<file path="config.mk">
export PLATFORM = sky130hd
export DESIGN_NAME = gelato_ifetch
export DESIGN_NICKNAME = d
export VERILOG_FILES = /design/src/rtl/gelato_ifetch.sv
export SDC_FILE = /design/constraint.sdc
export NUM_CORES = 1
export LEC_CHECK = 0
export CAP_MARGIN = 10
export CORE_MARGIN = 1.5
export CORE_UTILIZATION = 47
export CTS_BUF_LIST = sky130_fd_sc_hd__clkbuf_8
export CTS_CLUSTER_SIZE = 10
export DETAILED_ROUTE_END_ITERATION = 6
export PLACE_DENSITY = 0.83
export SETUP_SLACK_MARGIN = 0.05
export SLEW_MARGIN = 20
export SYNTH_ARGS = -nofsm -noshare
export SYNTH_HDL_FRONTEND = slang
export SYNTH_SLANG_ARGS = --single-unit
</file>
<file path="constraint.sdc">
create_clock -name clk -period 2.5 [get_ports clk]
set_input_delay 0.25 -clock clk [delete_from_list [all_inputs] [get_ports clk]]
set_output_delay 0.25 -clock clk [all_outputs]
set_load 0.05 [all_outputs]
</file>
<file path="src/rtl/gelato_ifetch.sv">
// Instruction-fetch stage: buffers scheduler fetch tuples in an in-order queue,
// issues one icache read at a time and hands each instruction to the decoder.
module gelato_ifetch #(
  parameter int unsigned ADDR_W      = 32,
  parameter int unsigned WARP_NUM_W  = 5,
  parameter int unsigned SPLIT_NUM_W = 3,
  parameter int unsigned INST_W      = 32,
  parameter int unsigned DEPTH       = 4
) (
  input  logic                   clk,
  input  logic                   rst_n,
  input  logic                   fs_valid,
  input  logic [ADDR_W-1:0]      fs_pc,
  input  logic [WARP_NUM_W-1:0]  fs_warp_num,
  input  logic [SPLIT_NUM_W-1:0] fs_split_table_num,
  output logic                   fs_stall,
  output logic                   icache_req_valid,
  input  logic                   icache_req_ready,
  output logic [ADDR_W-1:0]      icache_req_addr,
  input  logic                   icache_rsp_valid,
  input  logic [INST_W-1:0]      icache_rsp_data,
  output logic                   dec_valid,
  input  logic                   dec_ready,
  output logic [INST_W-1:0]      dec_inst,
  output logic [ADDR_W-1:0]      dec_pc,
  output logic [WARP_NUM_W-1:0]  dec_warp_num,
  output logic [SPLIT_NUM_W-1:0] dec_split_table_num,
  output logic                   overflow
);

  localparam int unsigned PTR_W = $clog2(DEPTH);
  localparam int unsigned CNT_W = PTR_W + 1;
  localparam logic [CNT_W-1:0] CNT_FULL  = CNT_W'(DEPTH);
  localparam logic [CNT_W-1:0] CNT_STALL = CNT_W'(DEPTH - 1);
  localparam logic [CNT_W-1:0] CNT_ONE   = CNT_W'(1);
  localparam logic [PTR_W-1:0] PTR_ONE   = PTR_W'(1);

  typedef enum logic [1:0] {S_REQ, S_WAIT, S_OUT} state_e;

  state_e                 state_q, state_d;
  logic [INST_W-1:0]      inst_q, inst_d;
  logic [PTR_W-1:0]       wr_ptr_q, wr_ptr_d;
  logic [PTR_W-1:0]       rd_ptr_q, rd_ptr_d;
  logic [CNT_W-1:0]       count_q, count_d;
  logic                   overflow_q, overflow_d;

  logic [ADDR_W-1:0]      pc_mem    [DEPTH];
  logic [WARP_NUM_W-1:0]  warp_mem  [DEPTH];
  logic [SPLIT_NUM_W-1:0] split_mem [DEPTH];

  logic push, pop, drop;
  logic req_valid, out_valid;

  // A full queue still accepts when the head leaves in the same cycle.
  assign pop  = (state_q == S_OUT) && dec_ready;
  assign push = fs_valid && ((count_q != CNT_FULL) || pop);
  assign drop = fs_valid && !push;

  always_comb begin
    wr_ptr_d   = wr_ptr_q;
    rd_ptr_d   = rd_ptr_q;
    count_d    = count_q;
    overflow_d = overflow_q | drop;
    if (push) wr_ptr_d = wr_ptr_q + PTR_ONE;
    if (pop)  rd_ptr_d = rd_ptr_q + PTR_ONE;
    case ({push, pop})
      2'b10:   count_d = count_q + CNT_ONE;
      2'b01:   count_d = count_q - CNT_ONE;
      default: count_d = count_q;
    endcase
  end

  always_comb begin
    state_d   = state_q;
    inst_d    = inst_q;
    req_valid = 1'b0;
    out_valid = 1'b0;
    case (state_q)
      S_REQ: begin
        req_valid = (count_q != '0);
        if (req_valid && icache_req_ready) state_d = S_WAIT;
      end
      S_WAIT: begin
        if (icache_rsp_valid) begin
          inst_d  = icache_rsp_data;
          state_d = S_OUT;
        end
      end
      S_OUT: begin
        out_valid = 1'b1;
        if (dec_ready) state_d = S_REQ;
      end
      default: state_d = S_REQ;
    endcase
  end

  always_ff @(posedge clk or negedge rst_n) begin
    if (!rst_n) begin
      state_q    <= S_REQ;
      inst_q     <= '0;
      wr_ptr_q   <= '0;
      rd_ptr_q   <= '0;
      count_q    <= '0;
      overflow_q <= 1'b0;
    end else begin
      state_q    <= state_d;
      inst_q     <= inst_d;
      wr_ptr_q   <= wr_ptr_d;
      rd_ptr_q   <= rd_ptr_d;
      count_q    <= count_d;
      overflow_q <= overflow_d;
    end
  end

  // Payload storage needs no reset: it is only visible through gated outputs.
  always_ff @(posedge clk) begin
    if (push) begin
      pc_mem[wr_ptr_q]    <= fs_pc;
      warp_mem[wr_ptr_q]  <= fs_warp_num;
      split_mem[wr_ptr_q] <= fs_split_table_num;
    end
  end

  assign fs_stall            = (count_q >= CNT_STALL);
  assign overflow            = overflow_q;
  assign icache_req_valid    = req_valid;
  assign icache_req_addr     = req_valid ? pc_mem[rd_ptr_q] : '0;
  assign dec_valid           = out_valid;
  assign dec_inst            = out_valid ? inst_q : '0;
  assign dec_pc              = out_valid ? pc_mem[rd_ptr_q] : '0;
  assign dec_warp_num        = out_valid ? warp_mem[rd_ptr_q] : '0;
  assign dec_split_table_num = out_valid ? split_mem[rd_ptr_q] : '0;

endmodule

</file>
After elaboration in Yosys (flattened, before gate mapping)
Memory sizes are Yosys's and may differ from the RTL's.
Cells that the tools add are included.
Widths: inputs -> output; s select.
{"block": "totals", "ff_bits": 42, "latchBits": 0, "mem_bits_rw": 160, "rom_bits": 0, "output_inout_bits": 108, "mem_count": 3}
{"memory": "pc_mem", "words": 4, "word_bits": 32, "rd": 1, "rd_ports_with_merged_regs": 0, "wr": 1, "line": "47", "rtl": "logic [ADDR_W-1:0] pc_mem [DEPTH];"}
{"memory": "warp_mem", "words": 4, "word_bits": 5, "rd": 1, "rd_ports_with_merged_regs": 0, "wr": 1, "line": "48", "rtl": "logic [WARP_NUM_W-1:0] warp_mem [DEPTH];"}
{"memory": "split_mem", "words": 4, "word_bits": 3, "rd": 1, "rd_ports_with_merged_regs": 0, "wr": 1, "line": "49", "rtl": "logic [SPLIT_NUM_W-1:0] split_mem [DEPTH];"}
{"block": "op_classes", "n_addsub": 4, "mul": 0, "div": 0, "magnitude_cmp": 1, "eq_ne": 8, "shift": 0, "muxes": 14, "n_bitwise": 1, "n_reduce_logical": 11}
{"cell": "$mux 32", "count": 3}
{"cell": "$mux 2", "count": 3}
{"cell": "$ne 2x2->1 const B", "count": 3}
{"cell": "$pmux 2 s3", "count": 1}
{"cell": "$pmux 3 s2", "count": 1}
{"cell": "$mux 5", "count": 1}
{"cell": "$add 2x1->2 const B", "count": 2}
{"cell": "$eq 2x1->1 const B", "count": 2}
{"cell": "$eq 2x2->1 const B", "count": 2}
{"cell": "$logic_and 1x1->1", "count": 4}
{"cell": "$mux 1", "count": 4}
{"cell": "$add 3x1->3 const B", "count": 1}
{"cell": "$ge 3x2->1 const B", "count": 1}
{"cell": "$mux 3", "count": 1}
{"cell": "$ne 3x3->1 const B", "count": 1}
{"cell": "$reduce_and 3->1", "count": 1}
{"cell": "$reduce_bool 3->1", "count": 1}
{"cell": "$sub 3x1->3 const B", "count": 1}
{"cell": "$logic_not 2->1", "count": 1}
{"cell": "$reduce_and 2->1", "count": 1}
{"cell": "$reduce_bool 2->1", "count": 1}
{"cell": "$logic_not 1->1", "count": 1}
{"cell": "$logic_or 1x1->1", "count": 1}
{"cell": "$or 1x1->1", "count": 1}

Longest topological paths before layout
{"block": "logic_depth", "depth_word": 7, "depth_mapped": 6, "ltp_nobuf": 6}

Worst setup path before layout
Ideal clock, no wire load.
{"block": "synth_timing", "path_kind": "register -> register", "startpoint": "register state_q[0]", "endpoint": "memory pc_mem[0][0], enable pin", "arrival_time_ns": 1.954, "required_ns": 2.099, "setup_slack_ns": 0.144, "stages_incl_launch_ff": 4, "path_buffers": 0, "cell_sequence": "dfrtp_1 -> nand3b_2 -> a21boi_2 -> and2_1"}
{"block": "synth_via", "elab_chain_len": 6}
{"item": "from (decl)", "line": "40", "rtl": "state_e state_q, state_d;"}
{"item": "from (signal assigned)", "line": "106", "rtl": "state_q <= state_d;"}
{"item": "$eq 2x2->1", "line": "55", "rtl": "assign pop = (state_q == S_OUT) && dec_ready;"}
{"item": "$logic_and 1x1->1", "line": "55"}
{"item": "$logic_or 1x1->1", "line": "56", "rtl": "assign push = fs_valid && ((count_q != CNT_FULL) || pop);"}
{"item": "$logic_and 1x1->1", "line": "56"}
{"item": "$mux 1", "line": "117", "rtl": "if (push) begin"}
{"item": "$mux 1 (implied by the code)", "line": "118", "rtl": "pc_mem[wr_ptr_q] <= fs_pc;"}
{"item": "to (decl)", "line": "47"}
No other way between the ends.

Worst setup path in the final report
{"block": "layout_timing", "startpoint": "register rd_ptr_q[0]", "endpoint": "output port dec_pc[11]"}
{"block": "layout_via", "elab_chain_len": 2}
{"item": "from (decl)", "line": "43", "rtl": "logic [PTR_W-1:0] rd_ptr_q, rd_ptr_d;"}
{"item": "from (signal assigned)", "line": "109", "rtl": "rd_ptr_q <= rd_ptr_d;"}
{"item": "$mem_v2 4x32"}
{"item": "$mux 32", "line": "130", "rtl": "assign dec_pc = out_valid ? pc_mem[rd_ptr_q] : '0;"}
{"item": "to (decl)", "line": "25", "rtl": "output logic [ADDR_W-1:0] dec_pc,"}
No other way between the ends.

==> key figures <==
Synth
  – Number of warning messages in the yosys log: 0
  – Largest area contributor in the synthesized netlist: sky130_fd_sc_hd__edfxtp_1
  – Top cells by instance count after synthesis: sky130_fd_sc_hd__edfxtp_1 (160), sky130_fd_sc_hd__and2_1 (108), sky130_fd_sc_hd__dfrtp_1 (42), sky130_fd_sc_hd__mux4_2 (38), sky130_fd_sc_hd__mux2_2 (33)
  – Ranking of synthesized cells by area: sky130_fd_sc_hd__edfxtp_1 (58%), sky130_fd_sc_hd__dfrtp_1 (13%), sky130_fd_sc_hd__mux4_2 (10%)
  – Cell with the most instances after synthesis: sky130_fd_sc_hd__edfxtp_1
  – Count of flip-flops with a built-in enable after synthesis: 160
  – Most used flip-flop cell after synthesis: sky130_fd_sc_hd__edfxtp_1
  – Async set or reset register ratio after synthesis: 20.8%
  – Synth top area share: 57.9%
  – Post-Synthesis Cell Area: 8290 sq um
  – Synthesized Nets: 529
  – Per-instance average area after synthesis: 18.6 sq um
  – Register bit total from synthesis: 202
  – Syn Inst Count: 446
  – Count of unique library cells instantiated by Yosys: 35
  – Sequential fraction of the synthesis area: 70.6%

Detailed routing
  – Number of vias per cell: 5.25
  – Number of violations reported at the end of detailed-routing iteration 0: 275
  – Final antenna-violating net count: 0
  – Routed wire per std cell: 20.4 microns
  – Router iterations before antenna repair: 4
  – Via count: 4,812
  – DRC: 0
  – Wirelength, routed: 18,700 microns

Setup path
  – Kind of capture point of the worst setup path: output pin
  – Worst setup endpoint: dec_pc[11]
  – Register-to-register setup slack: 0.40 ns
  – Signal arrival time at the worst endpoint: 2.21 ns
  – Crit path from: rd_ptr_q[0]$_DFFE_PN0N_
  – R2r endpoint: pc_mem[0][13]$_DFFE_PP_
  – Crit Path Class: flop to output pin
  – Worst R2R Start: state_q[0]$_DFFE_PN0P_
  – Kind of start point of the critical path: flop
  – Required time at the endpoint of the critical path: 2.25 ns
  – Worst reg-to-reg path cell count: 4
  – Maximum fanout along the worst path: 6

Placed design
  – Global placement routability congestion: 0.752
  – Dpl cells: 846
  – HPWL after DPL: 11,400 microns
  – Number of buffer cells added on primary ports: 185

GRT
  – GRT Overall Usage: 20.0%
  – Leftover overflow at the end of global routing: 0
  – Antenna violations before repair: 0
  – Number of global-route vias before repair: 5,117
  – First-pass GRT wire length: 27,700 microns
  – Pin count of the biggest net entering global routing: 43

Cells and area
  – Fillers: 1,134
  – Net count of the finished layout: 751
  – Fin util: 65.9%
  – Count of inserted antenna diode cells: 0
  – Footprint of the multi-input gates: 2350 sq um
  – Total area of sequential cells: 5860 sq um
  – Syn-to-layout area delta: 37.5%
  – Fraction of final layout cells sized beyond drive strength 1: 42.1%
  – Final standard cell count with taps included and fillers excluded: 916

Flow run
  – Reported max-cap violation count: 0

Hold path
  – Kind of path behind the tightest hold check: input port to flop

Timing
  – Final Cycle Share: 98.4%
  – Final Hold Vio Count: 0
  – Maximum clock frequency: 0.406 GHz
  – Final setup viols: 0
  – Final hold slack: 0.308 ns
  – Number of pins exceeding their max-slew limit in the final report: 0
  – Clock period minus final worst setup slack: 2.46 ns
  – Unrepaired setup endpoints after global routing: true
  – Headroom to the max-slew limit: 38.2%
  – Pin slew with the least headroom to its limit: 0.927 ns
  – Final sum of negative setup slack: 0 ns
  – Layout Skew: 0.0106 ns

Die
  – Total I/O pin count: 186
  – Initial standard-cell utilization of the core: 48.0%
  – DIE WIDTH: 136 microns
  – Core area: 17,300 sq um
  – Die Height: 136 microns
  – Placement row count: 48
  – Area of the die: 18,500 sq um

CTS
  – Cts bufs inserted: 31
  – Largest buffer count on any clock path: 3
  – TritonCTS clock tree: yes
  – Clock-pin slew of the registers on the worst-case setup and hold paths: 0.06 ns
  – Clock latency of the later-clocked register in the worst-skew pair: 0.55 ns
  – Deepest level of the CTS H-tree: 1
  – Clock Sink Count: 202
  – CTS Root Buffer Type: sky130_fd_sc_hd__clkbuf_8

Power
  – VDD IR-drop max: 880 uV
  – Power consumption: 15.7 mW
  – Power density over the cells: 1370 nW/um^2
  – Standby leakage power: 4.37 nW

Run status
  – Status: finished clean
==> metal layers <==
metal  wire, microns  GRT usage (%)  up-vias  share of wire (%)
li1                -              -     2145                  -
met1            7200           25.0     2409                 38
met2            9730           34.3      228                 52
met3            1400           3.73       30                7.5
met4             388           8.36        0                2.1
met5               0              0        -                  0
==> layout make-up <==
class | count | area share, %
Timing Repair Buffer | 211 | 20.1
Inverter | 6 | 0.198
Tap cell | 225 | 2.47
Clock inverter | 22 | 1.06
Clock buffer | 34 | 4.10
Sequential cell | 202 | 51.4
Multi-Input combinational cell | 216 | 20.6
==> worst min-delay path by stage <==
stage	endpoint	cells past startpoint	start
finish	state_q[0]$_DFFE_PN0P_	2	icache_req_ready
global route	state_q[0]$_DFFE_PN0P_	2	icache_req_ready
CTS	state_q[0]$_DFFE_PN0P_	2	icache_req_ready
detailed placement	inst_q[18]$_DFFE_PN0P_	1	rst_n
global placement	inst_q[18]$_DFFE_PN0P_	1	rst_n
floorplan	count_q[0]$_DFFE_PN0P_	0	rst_n
==> report_power, final <==
part	switching [mW]	total (mW)	internal [mW]
Sequential	0.368	4.94	4.57
Combinational	4.68	8.17	3.49
Clock	1.20	2.56	1.35
==> cell usage in the layout (no fill, tap or decap), types with 5 or more instances in the layout <==
cell type	instances
sky130_fd_sc_hd__buf_6	33
sky130_fd_sc_hd__edfxtp_1	160
sky130_fd_sc_hd__clkdlybuf4s50_1	78
sky130_fd_sc_hd__buf_4	62
sky130_fd_sc_hd__inv_1	19
sky130_fd_sc_hd__mux4_2	40
sky130_fd_sc_hd__and2_1	74
sky130_fd_sc_hd__xnor2_1	5
sky130_fd_sc_hd__dfrtp_1	38
sky130_fd_sc_hd__mux2_2	33
sky130_fd_sc_hd__clkbuf_8	34
sky130_fd_sc_hd__and2_4	30
sky130_fd_sc_hd__buf_8	18
sky130_fd_sc_hd__buf_12	14
==> sequential cells by signal, indices dropped and copies added (netlist names) <==
register   count
warp_mem      20
rd_ptr_q       2
overflow       1
pc_mem       128
wr_ptr_q       2
state_q        2
split_mem     12
count_q        3
inst_q        32
==> cell families after synthesis <==
logic type	Yosys count	share of synthesized area, %
AO/OA/AOI/OAI	9	0.799
XOR/XNOR	5	0.528
adder cells (fa/ha/maj)	5	0.845
buffers and inverters	30	2.35
flip-flops	202	70.6
multiplexers	73	15.4
AND/OR/NAND/NOR	122	9.44
==> repair_timing <==
item | 4_1_cts | 5_1_grt
gates resized for setup | 39 | 72
pin swaps | 6 | 0
endpoints found under the hold margin | 42 | 0
buffers inserted | 8 | 0
hold buffers | 1 | 0
gates cloned | 5 | 1
endpoints found under the setup margin | 58 | 88
==> per-stage QoR <==
step	setup slack, ns	instance area, sq um
2_1_floorplan	0.144	8290
3_3_place_gp	0.337	10200
3_5_place_dp	0.263	10200
4_1_cts	0.00852	11200
5_1_grt	-0.0381	11400
6_report	0.0394	11400
==> critical path, cell delays in order, from the launching register on <==
cell                      delay (ns)
sky130_fd_sc_hd__dfrtp_2        0.40
sky130_fd_sc_hd__buf_12         0.13
sky130_fd_sc_hd__buf_12         0.12
sky130_fd_sc_hd__buf_16         0.13
sky130_fd_sc_hd__mux4_2         0.53
sky130_fd_sc_hd__and2_4         0.19
sky130_fd_sc_hd__buf_6          0.15
Power figures use the tool's default switching activity.
==> variant 1: new RTL, same flow settings <==
Re-encode `state_e` (3 states) as one-hot, 3 bits wide.
--- a/src/rtl/gelato_ifetch.sv
+++ b/src/rtl/gelato_ifetch.sv
@@ -35,7 +35,7 @@
   localparam logic [CNT_W-1:0] CNT_ONE   = CNT_W'(1);
   localparam logic [PTR_W-1:0] PTR_ONE   = PTR_W'(1);
 
-  typedef enum logic [1:0] {S_REQ, S_WAIT, S_OUT} state_e;
+  typedef enum logic [2:0] {S_REQ = 3'b001, S_WAIT = 3'b010, S_OUT = 3'b100} state_e;
 
   state_e                 state_q, state_d;
   logic [INST_W-1:0]      inst_q, inst_d;
Function: same outputs for any inputs over 4 cycles, from zero or initial values and one cycle with rst_n low; so few cycles prove little.
==> variant 1 against the unedited design <==
- cell count rose by 1.1%
- register-to-register slack improved by 0.10 ns
- power fell by 14%
- critical endpoint is now dec_pc[23]
- area after synthesis up 0.75%
- highest routed layer unchanged
- sequential cell count up 1
- wire length fell by 3.2%
- final area increased by 5.8%
- setup slack better by 0.040 ns
- critical path type unchanged
==> variant 1: results (changes against the unedited design) <==
- met1 track demand over resource: 23.87%, -1.1 points
- Crit path arrival time: 2.17 ns, -0.04 ns
- instance area after placement: 10970 um^2, +7.2%
- count of filler cells inserted in the layout: 1110, -2.1%
- met3 capacity usage during global routing: 4.064%, +0.34 points
- clock insertion delay at the later pin of the skew report: 0.55 ns, about the same
- asr flop ratio synth: 21.18%, +0.39 points
- total number of yosys warnings: 0, unchanged
- Routed Antenna Nets: 0, unchanged
- clock tree from TritonCTS: built
- clock-pin slew on the worst setup and hold paths: 0.07 ns
- list of most frequent post-synthesis cells: 160 x edfxtp_1, 108 x and2_1, 42 x dfrtp_1
- fraction of final layout cells sized beyond drive strength 1: 44.94%, +2.8 points
- TritonCTS Buffers: 31, unchanged
- xor/xnor share of the synthesized area: 0.4192%, -0.11 points
- maximum number of pins on one net before global-route repair: 59, +37%
- Sw Ratio: 35.08%, -4.8 points
- largest registers: pc_mem: 128 flops, inst_q: 32 flops, warp_mem: 20 flops
- Buffers on Ports: 185, unchanged
- sequential area share after synthesis: 70.38%, -0.21 points
- H-tree lvl count: 1, unchanged
- Total Nets Final: 760, +1.2%
- Clock Skews: 0.02171 ns, +0.01113 ns
- global-route track usage on met2: 33.39%, -0.87 points
- largest driver fanout on the critical path: 7, +1
- gate family responsible for the most delay along the worst path: flip-flops
- master cell of the clock root buffer: clkbuf_8
- library cell contributing the largest single delay on the critical path: dfrtp_4
- Worst IR Drop VDD: 802.3 uV, -8.8%
- Synth Area in Compound Gates: 1.078%, +0.28 points
- first-pass GRT wire length: 26610 um, -4.0%
- worst hold path class: input port to register
- syn_nets: 542, +2.5%
- proportion of synthesized area in mux cells: 15.39%, -0.041 points
- vias in the first global route: 5003, -2.2%
- CP max stage delay: 0.54 ns
- Final HPWL DP: 11700 um, +3.0%
- actual slew at the worst max-slew pin: 0.8066 ns, -0.1200 ns
- number of antenna diodes: 0, unchanged
- standby leakage power: 4.530 nW, +3.7%
- routed via count divided by cell count: 5.190, -1.2%
- number of DRC markers after the initial detailed-route iteration: 268, -2.5%
- status: complete, no violations
- CTS Buffer Depth: 3, unchanged
- antenna violations before repair: 0, unchanged
- number of enable flip-flop cells after synthesis: 160, unchanged
- Overall Global Routing Usage: 18.96%, -0.99 points
- first-pass iteration count of the detailed router: 4, unchanged
- routability-driven placement congestion ratio: 0.7680, +2.2%
- average detailed-routed wire length per instance: 19.57 um, -4.2%
- Primary FF master, synth: edfxtp_1
- synthesized-area fraction occupied by adder cells: 0.8384%, -0.0063 points
- Synth cell types: 39, +11%
- leading cell types by total area after synthesis: edfxtp_1 57%, dfrtp_1 13%, mux4_2 11%
==> variant 1: changes by cell type after synthesis, sizes merged, moves of 2 or more <==
| cell | unedited run | this run |
|---|---|---|
| a21oi | 0 | 3 |
| clkbuf | 10 | 12 |
| inv | 6 | 9 |
| nand3b | 2 | 0 |
| nand4 | 0 | 3 |
| o211ai | 0 | 2 |
| o22ai | 2 | 0 |
==> variant 1: repair_timing <==
item                                    4_1_cts  5_1_grt
gates cloned                                  0        2
endpoints found under the hold margin        36        0
buffers inserted                              3        1
resized for setup                             0      139
endpoints found under the setup margin       60       90
hold buffers                                  1        0
==> variant 1: layout make-up <==
class                           count  area [um^2]  share of cell area [%]
Sequential cell                   203         5887                   48.82
Timing Repair Buffer              211         2840                   23.55
Inverter                            9        33.78                  0.2801
Clock buffer                       33        454.2                   3.766
Clock inverter                     24        98.84                  0.8197
Tap cell                          225        281.5                   2.335
Multi-Input combinational cell    221         2464                   20.43
==> variant 1: final timing paths <==
| kind | slack [ns] | from | endpoint | depth (start not counted) |
|---|---|---|---|---|
| setup / recovery | 0.08 | rd_ptr_q[0] | dec_pc[23] | 4 |
| hold / removal | 0.28 | icache_req_ready | state_q[0] | 2 |
| setup reg to reg | 0.50 | state_q[1] | count_q[2] | 5 |
| hold reg to reg | 0.47 | overflow | overflow | 2 |
| max in group asynchronous | 1.44 | rst_n | state_q[0] | 3 |
| min in group asynchronous | 0.34 | rst_n | inst_q[29] | 2 |
==> variant 1: power by group through the flow <==
stage / combinational [mW] / sequential, mW / clock (mW)
after detailed placement: 5.47 / 4.99 / 0
after global routing: 6.42 / 4.98 / 2.63
after global placement: 5.35 / 4.91 / 0
after CTS: 5.56 / 4.88 / 2.49
after floorplan: 3.35 / 4.82 / 0
final: 6.13 / 4.90 / 2.41
==> variant 1: per-stage QoR <==
step | worst slack (ns) | power, mW | hold WS, ns | std cells
after CTS | 0.01868 | 12.93 | 0.2425 | 923
after global placement | 0.3342 | 10.27 | 0.3772 | 862
final | 0.07981 | 13.44 | 0.2783 | 926
after detailed placement | 0.2729 | 10.45 | 0.3798 | 862
after floorplan | 0.1290 | 8.172 | -0.04559 | 459
after global routing | 0.004464 | 14.03 | 0.2607 | 926
==> variant 1: logic make-up after synthesis <==
kind of cell	after synthesis
AOI/OAI and AO/OA	12
xor gates and xnor gates	4
adders and majority gates	5
buffers and inverters	35
DFF	203
muxes	74
and+or+nand+nor	126
==> variant 1: per-layer routing <==
layer  part of all wire [%]  wire length, um  vias up
li1                       -                -     2178
met1                     39             7101     2418
met2                     52             9511      188
met3                    6.9             1246       22
met4                    1.4              261        0
met5                      0                0        -
==> variant 2: new RTL, same settings <==
Without the edit above. The parameter `SPLIT_NUM_W` goes from 3 to 2.
--- a/src/rtl/gelato_ifetch.sv
+++ b/src/rtl/gelato_ifetch.sv
@@ -3,7 +3,7 @@
 module gelato_ifetch #(
   parameter int unsigned ADDR_W      = 32,
   parameter int unsigned WARP_NUM_W  = 5,
-  parameter int unsigned SPLIT_NUM_W = 3,
+  parameter int unsigned SPLIT_NUM_W = 2,
   parameter int unsigned INST_W      = 32,
   parameter int unsigned DEPTH       = 4
 ) (
Ports: changed (resized dec_split_table_num and fs_split_table_num); port bits go from 186 to 184. No check against the original RTL was run, so the function may have changed too.
==> variant 2 against the unedited design <==
- first-iteration DRC count did not move
- sequential share of layout area rose by 2.5 points
- clock skew rose by 0.0025 ns
- combinational power fell by 15%
- fmax rose by 6.0%
- wire length fell by 15%
- final area fell by 6.6%
- area after synthesis fell by 1.8%
- global-route usage fell by 1.3 points
- power fell by 12%
- critical path depth fell by 2
- sequential cell count fell by 4
- setup slack improved by 0.14 ns
- critical path type unchanged
- largest power group unchanged
==> variant 2: results (changes against the unedited design) <==
- status: complete, no violations
- clock insertion delay at the later pin of the skew report: 0.46 ns, -0.09 ns
- fraction of final layout cells sized beyond drive strength 1: 36.10%, -6.0 points
- first-pass iteration count of the detailed router: 5, +1
- number of antenna diodes: 0, unchanged
- count of filler cells inserted in the layout: 1210, +6.7%
- sum of routed wire length over all layers: 15960 um, -15%
- highest metal layer with signal wires: met4
- met1 track demand over resource: 23.42%, -1.5 points
- syn_nets: 521, -1.5%
- clock-pin slew on the worst setup and hold paths: 0.08 ns, +0.02 ns
- routability-driven placement congestion ratio: 0.8177, +8.8%
- met3 capacity usage during global routing: 3.791%, +0.063 points
- total number of yosys warnings: 0, unchanged
- Synth cell types: 35, unchanged
- Sw Ratio: 40.58%, +0.68 points
- sequential area share after synthesis: 70.44%, -0.16 points
- sum of met3 wire segment lengths after detailed routing: 904 um, -36%
- proportion of synthesized area in mux cells: 15.40%, -0.036 points
- antenna violations before repair: 0, unchanged
- list of most frequent post-synthesis cells: 156 x edfxtp_1, 107 x and2_1, 42 x dfrtp_1
- H-tree lvl count: 4, +3
- Buffers on Ports: 183, -1.1%
- detailed-routed wire length on met2: 8374 um, -14%
- hold path start: icache_req_ready
- number of enable flip-flop cells after synthesis: 156, -2.5%
- largest registers: pc_mem: 128 flops, inst_q: 32 flops, warp_mem: 20 flops
- Worst IR Drop VDD: 685.5 uV, -22%
- instance area after placement: 10170 um^2, -0.57%
- routed vias: 4451, -7.5%
- vias in the first global route: 4682, -8.5%
- xor/xnor share of the synthesized area: 0.5378%, +0.0098 points
- synthesized-area fraction occupied by adder cells: 0.8605%, +0.016 points
- TritonCTS Buffers: 17, -45%
- Final HPWL DP: 10960 um, -3.6%
- Total Nets Final: 720, -4.1%
- library cell contributing the largest single delay on the critical path: mux4_2
- Clock Skews: 0.01306 ns, +0.002481 ns
- post-route met1 wirelength: 6412 um, -11%
- master cell of the clock root buffer: clkbuf_8
- gate family responsible for the most delay along the worst path: multiplexers
- slew margin rel.: 38.99%, +0.76 points
- CP max stage delay: 0.56 ns, +0.03 ns
- leading cell types by total area after synthesis: edfxtp_1 58%, dfrtp_1 13%, mux4_2 11%
- Overall Global Routing Usage: 18.62%, -1.3 points
- CTS Buffer Depth: 2, -1
- global-route track usage on met2: 32.34%, -1.9 points
- first-pass GRT wire length: 25080 um, -9.5%
- standby leakage power: 4.006 nW, -8.3%
- maximum number of pins on one net before global-route repair: 48, +12%
- largest driver fanout on the critical path: 11, +5
- asr flop ratio synth: 21.21%, +0.42 points
- Synth Area in Compound Gates: 0.8144%, +0.015 points
- number of DRC markers after the initial detailed-route iteration: 275, unchanged
==> variant 2: area by class of cell <==
| type | count | area (um^2) | share of cell area, % |
|---|---|---|---|
| Inverter | 6 | 22.52 | 0.2116 |
| Tap cell | 220 | 275.3 | 2.586 |
| Clock inverter | 13 | 142.6 | 1.340 |
| Timing Repair Buffer | 203 | 1973 | 18.54 |
| Sequential cell | 198 | 5741 | 53.93 |
| Multi-Input combinational cell | 212 | 2228 | 20.94 |
| Clock buffer | 19 | 261.5 | 2.457 |
==> variant 2: power by group through the flow <==
stage	Combinational (mW)	Sequential, mW	Clock [mW]
2_1_floorplan	4.94	4.77	0
3_3_place_gp	6.81	4.85	0
3_5_place_dp	6.94	4.93	0
4_1_cts	6.97	4.86	2.09
5_1_grt	7.35	4.94	2.22
6_report	6.95	4.85	2.03
==> variant 2: worst paths after layout <==
kind / end / slack, ns / depth (start not counted)
setup / recovery: dec_pc[29] / 0.18 / 4
hold / removal: state_q[0] / 0.39 / 2
min in group asynchronous: inst_q[1] / 0.48 / 2
setup reg to reg: pc_mem[0][21] / 0.46 / 4
hold reg to reg: overflow / 0.49 / 1
max in group asynchronous: rd_ptr_q[1] / 1.35 / 2
==> variant 2: what timing repair did <==
item	in CTS	in global routing
gates cloned	0	0
resized for setup	3	3
hold endpoints to repair	42	0
hold buffers	1	0
setup endpoints to repair	53	91
setup buffers	0	5
==> variant 2: per-stage QoR <==
step / util [%] / power (mW) / setup slack [ns] / cells
2_1_floorplan: - / 9.703 / 0.1635 / 439
3_3_place_gp: 60.69 / 11.67 / 0.4065 / 833
3_5_place_dp: 60.69 / 11.87 / 0.3416 / 833
4_1_cts: 63.23 / 13.93 / 0.04364 / 866
5_1_grt: 63.51 / 14.51 / 0.04143 / 871
6_report: 63.51 / 13.83 / 0.1778 / 871
